[src/rtl/redir_ctrl_pkg.sv]
// Shared widths and FSM state encodings for the branch redirect controller.
// Width macros may be overridden on the command line before this file is read.
`ifndef PC_WIDTH
`define PC_WIDTH 32
`endif
`ifndef DATA_WIDTH
`define DATA_WIDTH 32
`endif

package redir_ctrl_pkg;
    localparam int PC_W   = `PC_WIDTH;
    localparam int DATA_W = `DATA_WIDTH;

    typedef enum logic [1:0] {
        ST_IDLE   = 2'd0,
        ST_REDIR  = 2'd1,
        ST_REFILL = 2'd2
    } state_e;
endpackage

[src/rtl/redir_ctrl_if.sv]
// Branch-resolution and fetch-redirect signals between EX, fetch and the redirect controller.
interface redir_ctrl_if;
    import redir_ctrl_pkg::*;

    logic            bru_output_vld;
    logic            bru_flush;
    logic [PC_W-1:0] bru_redir_pc;
    logic            redir_rdy;
    logic            flush_o;
    logic            stall_o;
    logic            redir_vld_o;
    logic [PC_W-1:0] redir_pc_o;
    logic            pc_misalign_o;

    modport master (
        output bru_output_vld, bru_flush, bru_redir_pc, redir_rdy,
        input  flush_o, stall_o, redir_vld_o, redir_pc_o, pc_misalign_o
    );

    modport slave (
        input  bru_output_vld, bru_flush, bru_redir_pc, redir_rdy,
        output flush_o, stall_o, redir_vld_o, redir_pc_o, pc_misalign_o
    );
endinterface

[src/rtl/redir_ctrl_perf_cnt.sv]
// Branch and taken-branch event counters; both wrap from all-ones to zero.
module redir_ctrl_perf_cnt
    import redir_ctrl_pkg::*;
(
    input  logic              clk,
    input  logic              rst,
    input  logic              br_inc_i,
    input  logic              taken_inc_i,
    output logic [DATA_W-1:0] br_cnt_o,
    output logic [DATA_W-1:0] taken_cnt_o
);
    logic [DATA_W-1:0] br_cnt_q, br_cnt_d;
    logic [DATA_W-1:0] taken_cnt_q, taken_cnt_d;

    always_comb begin
        br_cnt_d    = br_inc_i    ? br_cnt_q + 1'b1    : br_cnt_q;
        taken_cnt_d = taken_inc_i ? taken_cnt_q + 1'b1 : taken_cnt_q;
    end

    always_ff @(posedge clk) begin
        if (rst) begin
            br_cnt_q    <= '0;
            taken_cnt_q <= '0;
        end else begin
            br_cnt_q    <= br_cnt_d;
            taken_cnt_q <= taken_cnt_d;
        end
    end

    assign br_cnt_o    = br_cnt_q;
    assign taken_cnt_o = taken_cnt_q;
endmodule

[src/rtl/redir_ctrl.sv]
// Taken-branch redirect controller: flush, redirect handshake to fetch, refill bubble.
// Optional BRU_PERF_CNT_EN adds branch/taken event counters.
//   state     | meaning
//   ST_IDLE   | watching EX for a taken, aligned branch
//   ST_REDIR  | redirect presented to fetch, waiting for redir_rdy
//   ST_REFILL | bubble cycles while fetch refills from the new PC
module redir_ctrl
    import redir_ctrl_pkg::*;
#(
    parameter int unsigned REFILL_CYCLES = 2
) (
    input  logic              clk,
    input  logic              rst,
    redir_ctrl_if.slave       bus
`ifdef BRU_PERF_CNT_EN
    ,
    output logic [DATA_W-1:0] br_cnt_o,
    output logic [DATA_W-1:0] taken_cnt_o
`endif
);
    state_e          state_q, state_d;
    logic [3:0]      cnt_q, cnt_d;
    logic [PC_W-1:0] pc_q, pc_d;
    logic            misalign_q, misalign_d;

    logic idle, taken, aligned, do_flush;

    assign idle     = (state_q == ST_IDLE);
    assign taken    = idle & bus.bru_output_vld & bus.bru_flush;
    assign aligned  = (bus.bru_redir_pc[1:0] == 2'b00);
    assign do_flush = taken & aligned & ~rst;

    always_ff @(posedge clk) begin
        if (rst) begin
            state_q    <= ST_IDLE;
            cnt_q      <= '0;
            pc_q       <= '0;
            misalign_q <= 1'b0;
        end else begin
            state_q    <= state_d;
            cnt_q      <= cnt_d;
            pc_q       <= pc_d;
            misalign_q <= misalign_d;
        end
    end

    always_comb begin
        state_d    = state_q;
        cnt_d      = cnt_q;
        pc_d       = pc_q;
        misalign_d = taken & ~aligned;
        unique case (state_q)
            ST_IDLE: begin
                if (do_flush) begin
                    state_d = ST_REDIR;
                    pc_d    = bus.bru_redir_pc;
                end
            end
            ST_REDIR: begin
                if (bus.redir_rdy) begin
                    if (REFILL_CYCLES > 0) begin
                        state_d = ST_REFILL;
                        cnt_d   = 4'(REFILL_CYCLES);
                    end else begin
                        state_d = ST_IDLE;
                    end
                end
            end
            ST_REFILL: begin
                cnt_d = cnt_q - 4'd1;
                if (cnt_q == 4'd1) state_d = ST_IDLE;
            end
            default: state_d = ST_IDLE;
        endcase
    end

    // Reset is synchronous, so outputs are gated by rst to read zero while it is held.
    always_comb begin
        bus.flush_o       = do_flush;
        bus.stall_o       = 1'b0;
        bus.redir_vld_o   = 1'b0;
        bus.redir_pc_o    = '0;
        bus.pc_misalign_o = 1'b0;
        if (!rst) begin
            bus.stall_o       = ~idle;
            bus.redir_vld_o   = (state_q == ST_REDIR);
            bus.redir_pc_o    = pc_q;
            bus.pc_misalign_o = misalign_q;
        end
    end

`ifdef BRU_PERF_CNT_EN
    redir_ctrl_perf_cnt u_bru_perf_cnt (
        .clk         (clk),
        .rst         (rst),
        .br_inc_i    (idle & bus.bru_output_vld & ~rst),
        .taken_inc_i (do_flush),
        .br_cnt_o    (br_cnt_o),
        .taken_cnt_o (taken_cnt_o)
    );
`endif
endmodule
[src/flat_wrapper.sv]
// flat-port wrapper written by rule: the top's interface ports become plain ports
module redir_ctrl_flat import redir_ctrl_pkg::*;
#(
    parameter int unsigned REFILL_CYCLES = 2
)
  (clk, rst, bus_bru_output_vld, bus_bru_flush, bus_bru_redir_pc, bus_redir_rdy, bus_flush_o, bus_stall_o, bus_redir_vld_o, bus_redir_pc_o, bus_pc_misalign_o);
  redir_ctrl_if bus_i ();
  input  logic clk;
  input  logic rst;
  input wire logic [$bits(bus_i.bru_output_vld)-1:0] bus_bru_output_vld;
  input wire logic [$bits(bus_i.bru_flush)-1:0] bus_bru_flush;
  input wire logic [$bits(bus_i.bru_redir_pc)-1:0] bus_bru_redir_pc;
  input wire logic [$bits(bus_i.redir_rdy)-1:0] bus_redir_rdy;
  output wire logic [$bits(bus_i.flush_o)-1:0] bus_flush_o;
  output wire logic [$bits(bus_i.stall_o)-1:0] bus_stall_o;
  output wire logic [$bits(bus_i.redir_vld_o)-1:0] bus_redir_vld_o;
  output wire logic [$bits(bus_i.redir_pc_o)-1:0] bus_redir_pc_o;
  output wire logic [$bits(bus_i.pc_misalign_o)-1:0] bus_pc_misalign_o;
  assign bus_i.bru_output_vld = bus_bru_output_vld;
  assign bus_i.bru_flush = bus_bru_flush;
  assign bus_i.bru_redir_pc = bus_bru_redir_pc;
  assign bus_i.redir_rdy = bus_redir_rdy;
  assign bus_flush_o = bus_i.flush_o;
  assign bus_stall_o = bus_i.stall_o;
  assign bus_redir_vld_o = bus_i.redir_vld_o;
  assign bus_redir_pc_o = bus_i.redir_pc_o;
  assign bus_pc_misalign_o = bus_i.pc_misalign_o;
  redir_ctrl #(.REFILL_CYCLES(REFILL_CYCLES)) u_core (.clk(clk), .rst(rst), .bus(bus_i));
endmodule
[config.mk]
export PLATFORM = sky130hd
export DESIGN_NAME = redir_ctrl_flat
export DESIGN_NICKNAME = d
export VERILOG_FILES = /design/src/rtl/redir_ctrl_pkg.sv /design/src/rtl/redir_ctrl_if.sv /design/src/rtl/redir_ctrl_perf_cnt.sv /design/src/rtl/redir_ctrl.sv /design/src/flat_wrapper.sv
export SDC_FILE = /design/constraint.sdc
export NUM_CORES = 1
export LEC_CHECK = 0
export CAP_MARGIN = 20
export CORE_UTILIZATION = 38
export DETAILED_ROUTE_END_ITERATION = 6
export HOLD_SLACK_MARGIN = 0.12
export PLACE_DENSITY = 0.75
export SYNTH_ARGS = -nofsm -noshare
export SYNTH_HDL_FRONTEND = slang
export SYNTH_SLANG_ARGS = --single-unit
[constraint.sdc]
create_clock -name clk -period 1.3 [get_ports clk]
set_clock_uncertainty 0.1 [all_clocks]
set_input_delay 0.26 -clock clk [delete_from_list [all_inputs] [get_ports clk]]
set_output_delay 0.26 -clock clk [all_outputs]
set_load 0.02 [all_outputs]
==> out/metrics.cfg, run 1 <==
[status]
status=finished, violations left
violations=negative setup slack

[grt]
met2_usage=0.257
busiest_layer=met2
antenna_found_initial=0
use_met3=0.0606
met1_usage=0.206
overflow=0
grt_pass1_wl_mm=6.44
grt_pass1_vias=1419
grt_util_all_layers=0.166
grt_max_degree=25

[die]
ios=73
die_w_microns=70.3
die-area_sq_um=4940
initial_utilization=0.401
num_rows=24
die_h_microns=70.3
core_area_sq_um=4410

[route]
num_vias=1373
wirelength_mm=4.28
ant_nets=0
drtIter0Drc=43
wl_per_cell_microns=14.6
viasPerCell=4.67
drc=0
dr.pass1.iters=4

[cts]
ctsHtreeMaxLevel=2
clk_path_buf_depth=2
cts_root_buf=clkbuf_8
numCtsBuffers=5
cts_hold_buf=0
cts.sinks=39
clk_pin_slew_ns=0.08
clk_latency_ns=0.28
cts_tree=built

[sta]
fin_crit_sh=1.10
setup_viol=36
relSlewSlack=0.836
drv_slew=0
rsz0062_at_grt=true
fin_ws_ns=-0.129
fmax_mhz=700
hold_violations=0
tightestPinTransition_ns=0.246
finalWorstPathRequiredPeriod_ns=1.43
hold_slack_ns=0.349

[logic_synthesis]
yosysTopAreaCellShare=0.441
synth_enable_flop_cells=0
avgSynthCellArea_sq_um=11.6
synth_nets=191
synth_seq_cells=39
async_reset_ff_frac=0
ys_types=31
ys_seq_area_frac=0.441
ys.warnings.count=0
ys.flop_type=dfxtp_1
yosysTopAreaCell=dfxtp_1
syn-cell-area_sq_um=1770
netlist_instances=152
synth.area.top_cells=dfxtp_1, mux2_4, nor2b_1, mux2_2, buf_6

[pwr]
clkPwrFrac=0.429
cellLeakagePower_nw=1.34
power_density_nw_per_um2=886
netSwitchingFraction=0.202
total_power_mw=2.76
p_seq_frac=0.444
p_switching_mw=0.558
comb_power_share=0.128
vdd_drop_max_mv=0.747
p_int_mw=2.21

[placement]
portBuffers=72
hpwl_mm=2.59
gp_congestion=0.741

[critical_path]
required_ns=1.38
crit_type=flop to flop
endpoint_kind=flop
path_max_fanout=8
cp-start-kind=flop
crit_arrival_ns=1.51

[finish]
insertedDiodeCount=0
final_layout_size_suffix_gt1_frac=0.612
finalNetCount=280
multi_input_area_sq_um=1160
syn_to_final_growth_pct=76.3
nFillCells=312
final_core_util=0.707
seq_area_sq_um=790

[hold_path]
hp-class=primary input to flop

[run]
drv_cap=0

[metal layers]
| layer | up-vias | part of all wire |
|---|---|---|
| li1 | 688 | - |
| met2 | 48 | 0.49 |
| met4 | 0 | 0.011 |
| met5 | - | 0 |
| met1 | 631 | 0.44 |
| met3 | 6 | 0.060 |
[state kept, by name (all words and copies together) (netlist names)]
signal	count
u_core.cnt_q	4
u_core.misalign_q	1
u_core.pc_q	32
u_core.state_q	2
[metrics by stage]
| stage | TNS [ns] | cell area, sq um | setup WS, ns | instances |
|---|---|---|---|---|
| 5_1_grt | -4.59 | 3120 | -0.192 | 294 |
| 3_5_place_dp | -53.59 | 2600 | -0.854 | 279 |
| 4_1_cts | -1.34 | 2790 | -0.131 | 288 |
| 3_3_place_gp | -52.81 | 2600 | -0.857 | 279 |
| 2_1_floorplan | -0.910 | 1790 | -0.0357 | 152 |
| 6_report | -2.60 | 3120 | -0.129 | 294 |
[cell type report]
type	instances	share of cell area
clock buffers	6	0.0233
clock inverters	2	0.0192
inverters	3	0.00361
multi-input cells	101	0.371
flip-flops and latches	39	0.253
well taps	52	0.0209
repair buffers	91	0.309
[path summary, 6_finish.rpt]
kind,cells past startpoint,end,startpoint,slack [ns]
worst min register to register,2,u_core.cnt_q[3],u_core.cnt_q[3],0.40
worst max register to register,5,u_core.pc_q[22],u_core.state_q[0],-0.13
worst max-delay path,5,u_core.pc_q[22],u_core.state_q[0],-0.13
worst min-delay path,3,u_core.state_q[1],rst,0.35
[worst max-delay path, cell delays in order, from the launching register on]
cell,delay (ns)
dfxtp_2,0.34
nor2_4,0.15
nand3_4,0.12
buf_4,0.16
clkbuf_16,0.16
mux2_4,0.29
[repair_timing]
action / in CTS / in global routing
gates resized for setup: 231 / 63
setup endpoints to repair: 73 / 66
buffers inserted: 0 / 3
pin swaps: 5 / 1
cloned: 1 / 3
[kinds of logic (layout without fill, tap and decap cells)]
kind of cell    after synthesis  count (layout)  share of synthesized area
flops                        39              39                      0.441
buf+inv                      12             102                     0.0424
mux                          30              30                      0.246
simple gates                 57              57                      0.204
compound gates               12              12                     0.0523
fa+ha+maj                     2               2                     0.0141
[layout by cell type (no fill, tap or decap), types with 4 or more instances in the layout]
cell,count
buf_4,24
buf_6,24
clkbuf_8,5
clkdlybuf4s50_1,31
dfxtp_1,32
dfxtp_2,7
dlygate4sd2_1,4
mux2_2,4
mux2_4,26
nand2_1,5
nor2_1,4
nor2b_2,7
nor2b_4,25
[synthesized netlist by cell type (2+ instances only)]
cell       instances
ha_1               2
a2111oi_0          2
buf_4              2
nor2_1             5
and2_1             2
mux2_2             4
buf_6              3
nor2b_1           34
clkbuf_1           4
a21oi_1            3
nand2_1            5
dfxtp_1           39
mux2_4            26
inv_1              3
nand2b_1           2
[power by group through the flow]
stage          sequential [mW]  clock [mW]  combinational (mW)
3_3_place_gp              1.25           0               0.272
5_1_grt                   1.23        1.27               0.374
4_1_cts                   1.22        1.20               0.298
6_report                  1.23        1.19               0.353
2_1_floorplan             1.25           0               0.114
3_5_place_dp              1.25           0               0.274
Power figures use the tool's default switching activity.
==> run 2: changes to the inputs <==
--- a/config.mk
+++ b/config.mk
@@ -8,8 +8,10 @@
 export CAP_MARGIN = 20
 export CORE_UTILIZATION = 38
 export DETAILED_ROUTE_END_ITERATION = 6
+export GPL_ROUTABILITY_DRIVEN = 0
 export HOLD_SLACK_MARGIN = 0.12
 export PLACE_DENSITY = 0.75
+export SLEW_MARGIN = 30
 export SYNTH_ARGS = -nofsm -noshare
 export SYNTH_HDL_FRONTEND = slang
 export SYNTH_SLANG_ARGS = --single-unit
==> results of run 2 <==
The final DEF is identical to that of run 1; final timing and power are the same.
